## src/rtl/fifo_wrarb_pkg.sv

```systemverilog
// Shared types and helpers for the fifo_wrarb write-port arbiter.
package fifo_wrarb_pkg;

  typedef enum logic {
    IDLE = 1'b0,
    BUSY = 1'b1
  } state_e;

  // Ceiling log2 for elaboration-time width checks; returns 0 for v <= 1.
  function automatic int unsigned clog2(input int unsigned v);
    int unsigned r;
    r = 0;
    for (int unsigned x = 1; x < v; x = x << 1) r++;
    return r;
  endfunction

endpackage

```

## src/rtl/fifo_wrarb_if.sv

```systemverilog
// Requester/FIFO-side bundle of the write-port arbiter.
interface fifo_wrarb_if #(
  parameter int unsigned NREQ = 4,
  parameter int unsigned DATW = 8
);

  logic [NREQ-1:0]      req;
  logic [NREQ-1:0]      rlast;
  logic [NREQ*DATW-1:0] rdat;
  logic [NREQ-1:0]      gnt;
  logic [NREQ-1:0]      ack;
  logic                 wfull;
  logic                 wren;
  logic [DATW-1:0]      wdata;
  logic                 busy;

  // Environment side: requesters plus the FIFO full flag.
  modport master (
    output req, rlast, rdat, wfull,
    input  gnt, ack, wren, wdata, busy
  );

  // Arbiter side.
  modport slave (
    input  req, rlast, rdat, wfull,
    output gnt, ack, wren, wdata, busy
  );

endinterface

```

## src/rtl/fifo_wrarb_rr_pick.sv

```systemverilog
// Round-robin pick: first set request searching upward from i_ptr+1, wrapping.
module fifo_wrarb_rr_pick
  import fifo_wrarb_pkg::*;
#(
  parameter int unsigned NREQ = 4,
  parameter int unsigned PW   = clog2(NREQ)
) (
  input  logic [NREQ-1:0] i_req,
  input  logic [PW-1:0]   i_ptr,
  output logic [NREQ-1:0] o_onehot,
  output logic [PW-1:0]   o_idx,
  output logic            o_valid
);

  logic [NREQ-1:0] w_rot;
  logic [PW-1:0]   w_sel;

  function automatic logic [PW-1:0] wrap_idx(input int unsigned a);
    return PW'(a % NREQ);
  endfunction

  // Rotate so ptr+1 lands at bit 0, priority-encode, then un-rotate.
  always_comb begin
    w_rot    = '0;
    w_sel    = '0;
    o_valid  = 1'b0;
    for (int unsigned k = 0; k < NREQ; k++) begin
      w_rot[k] = i_req[wrap_idx(32'(i_ptr) + 32'd1 + k)];
    end
    for (int unsigned k = NREQ; k > 0; k--) begin
      if (w_rot[k-1]) begin
        o_valid = 1'b1;
        w_sel   = PW'(k - 1);
      end
    end
    o_idx    = wrap_idx(32'(i_ptr) + 32'd1 + 32'(w_sel));
    o_onehot = o_valid ? (NREQ'(1) << o_idx) : '0;
  end

endmodule

```

## src/rtl/fifo_wrarb.sv

```systemverilog
// Burst-atomic round-robin arbiter sharing one FIFO write port among NREQ requesters.
module fifo_wrarb
  import fifo_wrarb_pkg::*;
#(
  parameter int unsigned NREQ = 4,
  parameter int unsigned DATW = 8,
  parameter int unsigned MAXB = 16,
  parameter int unsigned CNTW = 5
) (
  input  logic          clk,
  input  logic          rst_n,
  fifo_wrarb_if.slave   bus
);

  localparam int unsigned PW = clog2(NREQ);

  if (NREQ < 2) begin : g_bad_nreq
    $error("fifo_wrarb: NREQ must be at least 2");
  end
  if (clog2(MAXB + 1) > CNTW) begin : g_bad_cntw
    $error("fifo_wrarb: CNTW too narrow to count MAXB beats");
  end

  state_e          r_state, w_state;
  logic [NREQ-1:0] r_gnt,   w_gnt;
  logic [PW-1:0]   r_own,   w_own;
  logic [PW-1:0]   r_ptr,   w_ptr;
  logic [CNTW-1:0] r_bcnt,  w_bcnt;

  logic [NREQ-1:0] w_ack;
  logic            w_acc;
  logic            w_last;
  logic            w_cap;
  logic            w_rel;
  logic [CNTW-1:0] w_bcnt_inc;
  logic [NREQ-1:0] w_pick_req;
  logic [PW-1:0]   w_pick_ptr;
  logic [NREQ-1:0] w_onehot;
  logic [PW-1:0]   w_idx;
  logic            w_valid;
  logic [DATW-1:0] w_wdata;

  // Beat acceptance, release detection and arbitration inputs.
  always_comb begin
    w_ack      = r_gnt & bus.req & {NREQ{~bus.wfull}};
    w_acc      = |w_ack;
    w_last     = bus.rlast[r_own];
    w_cap      = (MAXB != 0) && ((32'(r_bcnt) + 32'd1) == MAXB);
    w_rel      = w_acc && (w_last || w_cap);
    w_bcnt_inc = (&r_bcnt) ? r_bcnt : r_bcnt + CNTW'(1);
    w_pick_ptr = (r_state == BUSY) ? r_own : r_ptr;
    w_pick_req = bus.req;
    // A req carrying rlast is the beat just consumed, not a fresh request.
    if (w_rel && w_last) w_pick_req[r_own] = 1'b0;
  end

  fifo_wrarb_rr_pick #(
    .NREQ (NREQ),
    .PW   (PW)
  ) u_pick (
    .i_req    (w_pick_req),
    .i_ptr    (w_pick_ptr),
    .o_onehot (w_onehot),
    .o_idx    (w_idx),
    .o_valid  (w_valid)
  );

  // Next-state logic.
  always_comb begin
    w_state = r_state;
    w_gnt   = r_gnt;
    w_own   = r_own;
    w_ptr   = r_ptr;
    w_bcnt  = r_bcnt;
    case (r_state)
      IDLE: begin
        if (w_valid) begin
          w_state = BUSY;
          w_gnt   = w_onehot;
          w_own   = w_idx;
          w_bcnt  = '0;
        end
      end
      BUSY: begin
        if (w_rel) begin
          w_ptr  = r_own;
          w_bcnt = '0;
          if (w_valid) begin
            w_gnt = w_onehot;
            w_own = w_idx;
          end else begin
            w_state = IDLE;
            w_gnt   = '0;
          end
        end else if (w_acc) begin
          w_bcnt = w_bcnt_inc;
        end
      end
      default: begin
        w_state = IDLE;
        w_gnt   = '0;
      end
    endcase
  end

  always_ff @(posedge clk or negedge rst_n) begin
    if (!rst_n) begin
      r_state <= IDLE;
      r_gnt   <= '0;
      r_own   <= '0;
      r_ptr   <= PW'(NREQ - 1);
      r_bcnt  <= '0;
    end else begin
      r_state <= w_state;
      r_gnt   <= w_gnt;
      r_own   <= w_own;
      r_ptr   <= w_ptr;
      r_bcnt  <= w_bcnt;
    end
  end

  // AND-OR data mux; all-zero when nobody holds the grant.
  always_comb begin
    w_wdata = '0;
    for (int unsigned i = 0; i < NREQ; i++) begin
      w_wdata = w_wdata | (bus.rdat[i*DATW +: DATW] & {DATW{r_gnt[i]}});
    end
  end

  assign bus.gnt   = r_gnt;
  assign bus.ack   = w_ack;
  assign bus.wren  = w_acc;
  assign bus.wdata = w_wdata;
  assign bus.busy  = (r_state == BUSY);

endmodule
```

## src/flat_wrapper.sv

```systemverilog
// flat-port wrapper written by rule: the top's interface ports become plain ports
module fifo_wrarb_flat import fifo_wrarb_pkg::*;
#(
  parameter int unsigned NREQ = 4,
  parameter int unsigned DATW = 8,
  parameter int unsigned MAXB = 16,
  parameter int unsigned CNTW = 5
)
  (clk, rst_n, bus_req, bus_rlast, bus_rdat, bus_wfull, bus_gnt, bus_ack, bus_wren, bus_wdata, bus_busy);
  fifo_wrarb_if #(.NREQ(NREQ), .DATW(DATW)) bus_i ();
  input  logic clk;
  input  logic rst_n;
  input wire logic [$bits(bus_i.req)-1:0] bus_req;
  input wire logic [$bits(bus_i.rlast)-1:0] bus_rlast;
  input wire logic [$bits(bus_i.rdat)-1:0] bus_rdat;
  input wire logic [$bits(bus_i.wfull)-1:0] bus_wfull;
  output wire logic [$bits(bus_i.gnt)-1:0] bus_gnt;
  output wire logic [$bits(bus_i.ack)-1:0] bus_ack;
  output wire logic [$bits(bus_i.wren)-1:0] bus_wren;
  output wire logic [$bits(bus_i.wdata)-1:0] bus_wdata;
  output wire logic [$bits(bus_i.busy)-1:0] bus_busy;
  assign bus_i.req = bus_req;
  assign bus_i.rlast = bus_rlast;
  assign bus_i.rdat = bus_rdat;
  assign bus_i.wfull = bus_wfull;
  assign bus_gnt = bus_i.gnt;
  assign bus_ack = bus_i.ack;
  assign bus_wren = bus_i.wren;
  assign bus_wdata = bus_i.wdata;
  assign bus_busy = bus_i.busy;
  fifo_wrarb #(.NREQ(NREQ), .DATW(DATW), .MAXB(MAXB), .CNTW(CNTW)) u_core (.clk(clk), .rst_n(rst_n), .bus(bus_i));
endmodule
```

## config.mk

```make
export PLATFORM = sky130hd
export DESIGN_NAME = fifo_wrarb_flat
export DESIGN_NICKNAME = d
export VERILOG_FILES = /design/src/rtl/fifo_wrarb_pkg.sv /design/src/rtl/fifo_wrarb_if.sv /design/src/rtl/fifo_wrarb_rr_pick.sv /design/src/rtl/fifo_wrarb.sv /design/src/flat_wrapper.sv
export SDC_FILE = /design/constraint.sdc
export NUM_CORES = 1
export LEC_CHECK = 0
export CELL_PAD_IN_SITES_DETAIL_PLACEMENT = 0
export CELL_PAD_IN_SITES_GLOBAL_PLACEMENT = 1
export CORE_MARGIN = 2
export CORE_UTILIZATION = 27
export DETAILED_ROUTE_END_ITERATION = 6
export PLACE_DENSITY_LB_ADDON = 0.1
export SYNTH_ARGS = -nofsm -noshare
export SYNTH_HDL_FRONTEND = slang
export SYNTH_SLANG_ARGS = --single-unit
export TNS_END_PERCENT = 50
```

## constraint.sdc

```tcl
create_clock -name clk -period 2.61 [get_ports clk]
set_input_delay 0.261 -clock clk [delete_from_list [all_inputs] [get_ports clk]]
set_output_delay 0.261 -clock clk [all_outputs]
set_load 0.05 [all_outputs]
```

==> results.json <==
{
  "stdcell_count": 309,
  "core_area_um2": 4750,
  "drive_gt1_frac": 0.335,
  "layout_commonest_cell": "clkdlybuf4s50_1",
  "wl_met2_um": 2230,
  "wl_um": 4860,
  "pin_count": 61,
  "grt_overflow": 0,
  "worst_slew_pin_slew_ns": 0.697,
  "num_vias": 1599,
  "crit_family": "simple AND/OR/NAND/NOR gates",
  "critPathMaxFanout": 3,
  "period_needed_ns": 2.56,
  "crit_path_max_incr_delay_ns": 0.50,
  "ys_seq_area_frac": 0.265,
  "cts_tree": "built",
  "ctsHtreeMaxLevel": 1,
  "min_path_type": "input port to async pin",
  "timing.final.crit_share": 0.979,
  "max-cap-violations": 0,
  "initial_utilization": 0.280,
  "synth.top_cell.area_share": 0.226,
  "mostFrequentLayoutCells": "50 x clkdlybuf4s50_1, 42 x buf_4, 17 x nand2_1",
  "die_area_um2": 5510,
  "wire_per_inst_um": 15.7,
  "total_power_uw": 2670,
  "synth_cells": 148,
  "drt-met1-wl_um": 2100,
  "rsz0062_at_grt": "yes",
  "fp.dieW_um": 74.2,
  "antenna_found_initial": 0,
  "synth.area.top_cells": "dfrtp_1 23%, a22oi_1 9.0%, nand2_1 5.1%, mux2_2 4.2%, dfstp_2 3.9%",
  "syn-num-nets": 194,
  "rows": 25,
  "crit_path_end_kind": "register",
  "gp_congestion": 0.865,
  "via_per_inst": 5.17,
  "critPathRequiredTime_ns": 2.79,
  "crit_chain": "clkdlybuf4s50_1, nand2_2, o41ai_4, nor2_1, or3_1, a31oi_1, ha_1, inv_1, nand3_2, or4_1, nand3_1",
  "cp-start-kind": "input port",
  "ant_nets": 0,
  "synth.avg_cell_area_um2": 9.00,
  "synth_area_um2": 1330,
  "clk_latency_ns": 0.25,
  "grt_pass1_wl_um": 7620,
  "critPathArrivalTime_ns": 2.74,
  "clockBufferDepth": 2,
  "cpMaxStageDelayCell": "clkdlybuf4s50_1",
  "hold_viol": 0,
  "highest_layer": "met4",
  "leakagePower_uw": 0.00102,
  "drt_first_iter_violations": 33,
  "area_delta_synth_final_pct": 77.5,
  "max-vdd-ir-drop_mv": 0.615,
  "ys_ff_latch": 14,
  "first_global_vias": 1636,
  "worstSetupPathType": "input port to register",
  "finalMaxSlewViolations": 0,
  "place_area_um2": 2260,
  "root_buffer": "clkbuf_8",
  "fmax_mhz": 391,
  "path_clk_slew_ns": 0.06,
  "synth_top_flop_cell": "dfrtp_1",
  "firstDrtPassIters": 4,
  "slew-limit-headroom": 0.534,
  "stdcell_area_um2": 2360,
  "place_inst": 304,
  "diodes": 0,
  "route.met3.wl_um": 442,
  "track_usage": 0.179,
  "portBuffers": 60,
  "numCtsBuffers": 3,
  "grt_max_degree": 15,
  "cts_num_sinks": 14,
  "status": "finished, final reports clean",
  "die_h_um": 74.2,
  "yosys_warnings": 0,
  "yosysUniqueCellTypes": 51,
  "cp_num_buf_inv": 2,
  "async_flop_share": 1.00,
  "drc": 0,
  "nets": 289,
  "n_fill_cell": 456,
  "yosysTopAreaCell": "dfrtp_1",
  "dp_hpwl_um": 3920,
  "skew_ns": 0.00165,
  "power_density_nw_per_um2": 1130,
  "ctsHoldBuffers": 0,
  "synth_edf_count": 0,
  "setup_viol": 0
}
[stage by stage]
step                utilization  hold WS [ns]  TNS [ns]  setup WS, ns
finish                    0.497         0.434         0        0.0537
global route              0.497         0.473    -0.398        -0.114
CTS                       0.489         0.463         0      0.000603
detailed placement        0.476         0.521     -1.42        -0.324
global placement          0.476         0.523     -1.22        -0.310
floorplan                     -       -0.0346   -0.0727       -0.0484
[layer usage]
layer,global-route usage,up-vias
met2,0.313,69
li1,-,772
met5,0,-
met1,0.223,750
met4,0.0635,0
met3,0.0285,8
[cell families after synthesis]
logic type / after synthesis / share of synthesized area
AO/OA/AOI/OAI: 59 / 0.375
XOR/XNOR: 3 / 0.0197
adder cells (fa/ha/maj): 3 / 0.0282
buffers and inverters: 11 / 0.0357
flip-flops: 14 / 0.265
multiplexers: 8 / 0.0780
AND/OR/NAND/NOR: 50 / 0.198
[final cells by class]
cell class | instances | area (µm²) | area share
clock buffer | 4 | 55.1 | 0.0233
inverter | 4 | 15.0 | 0.00635
multi-input combinational | 123 | 978 | 0.414
sequential | 14 | 360 | 0.152
tap | 67 | 83.8 | 0.0355
timing repair buffer | 97 | 871 | 0.368
[synth_stat cells (2+ instances only)]
master / n
a2111oi_1: 4
a211o_1: 2
a21oi_1: 2
a22o_1: 4
a22oi_1: 16
a31oi_1: 2
and3_1: 5
clkbuf_1: 4
dfrtp_1: 12
dfstp_2: 2
ha_1: 3
inv_1: 3
mux2_2: 5
nand2_1: 18
nand2b_1: 5
nand3_1: 5
nand3_2: 2
nand4_1: 2
nor2_1: 5
o211ai_1: 2
o21a_1: 3
o21ai_0: 6
o21ai_1: 3
o31ai_1: 4
or4_1: 2
xnor2_1: 2
[worst paths after layout]
kind                       slack, ns         startpoint                 to  cells after the start
hold reg to reg                 0.55   u_core.r_bcnt[4]   u_core.r_bcnt[4]                      1
setup / recovery                0.05       bus_rlast[2]  u_core.bus.gnt[0]                     11
max in group asynchronous       1.69              rst_n  u_core.bus.gnt[3]                      1
hold / removal                  0.43              rst_n    u_core.r_own[0]                      1
setup reg to reg                0.06  u_core.bus.gnt[2]  u_core.bus.gnt[0]                     11
min in group clk                0.55   u_core.r_bcnt[4]   u_core.r_bcnt[4]                      1
[state kept, by name, summed over array words and instances, names as in the netlist]
| signal | count |
|---|---|
| u_core.r_bcnt | 5 |
| u_core.bus.gnt | 4 |
| u_core.r_own | 2 |
| u_core.r_ptr | 2 |
| u_core.bus.busy | 1 |
[power breakdown]
group / switching [µW] / internal (µW)
Clock: 84.9 / 134
Sequential: 119 / 327
Combinational: 1170 / 835
Total: 1370 / 1300
[timing repair]
item                                    in CTS  in global routing
resized for setup                            4                 11
setup buffers                                1                  0
pin swaps                                    7                  7
endpoints found under the setup margin       5                  5
gates cloned                                 0                  0
Note: power is estimated with default switching activity, not from simulation.
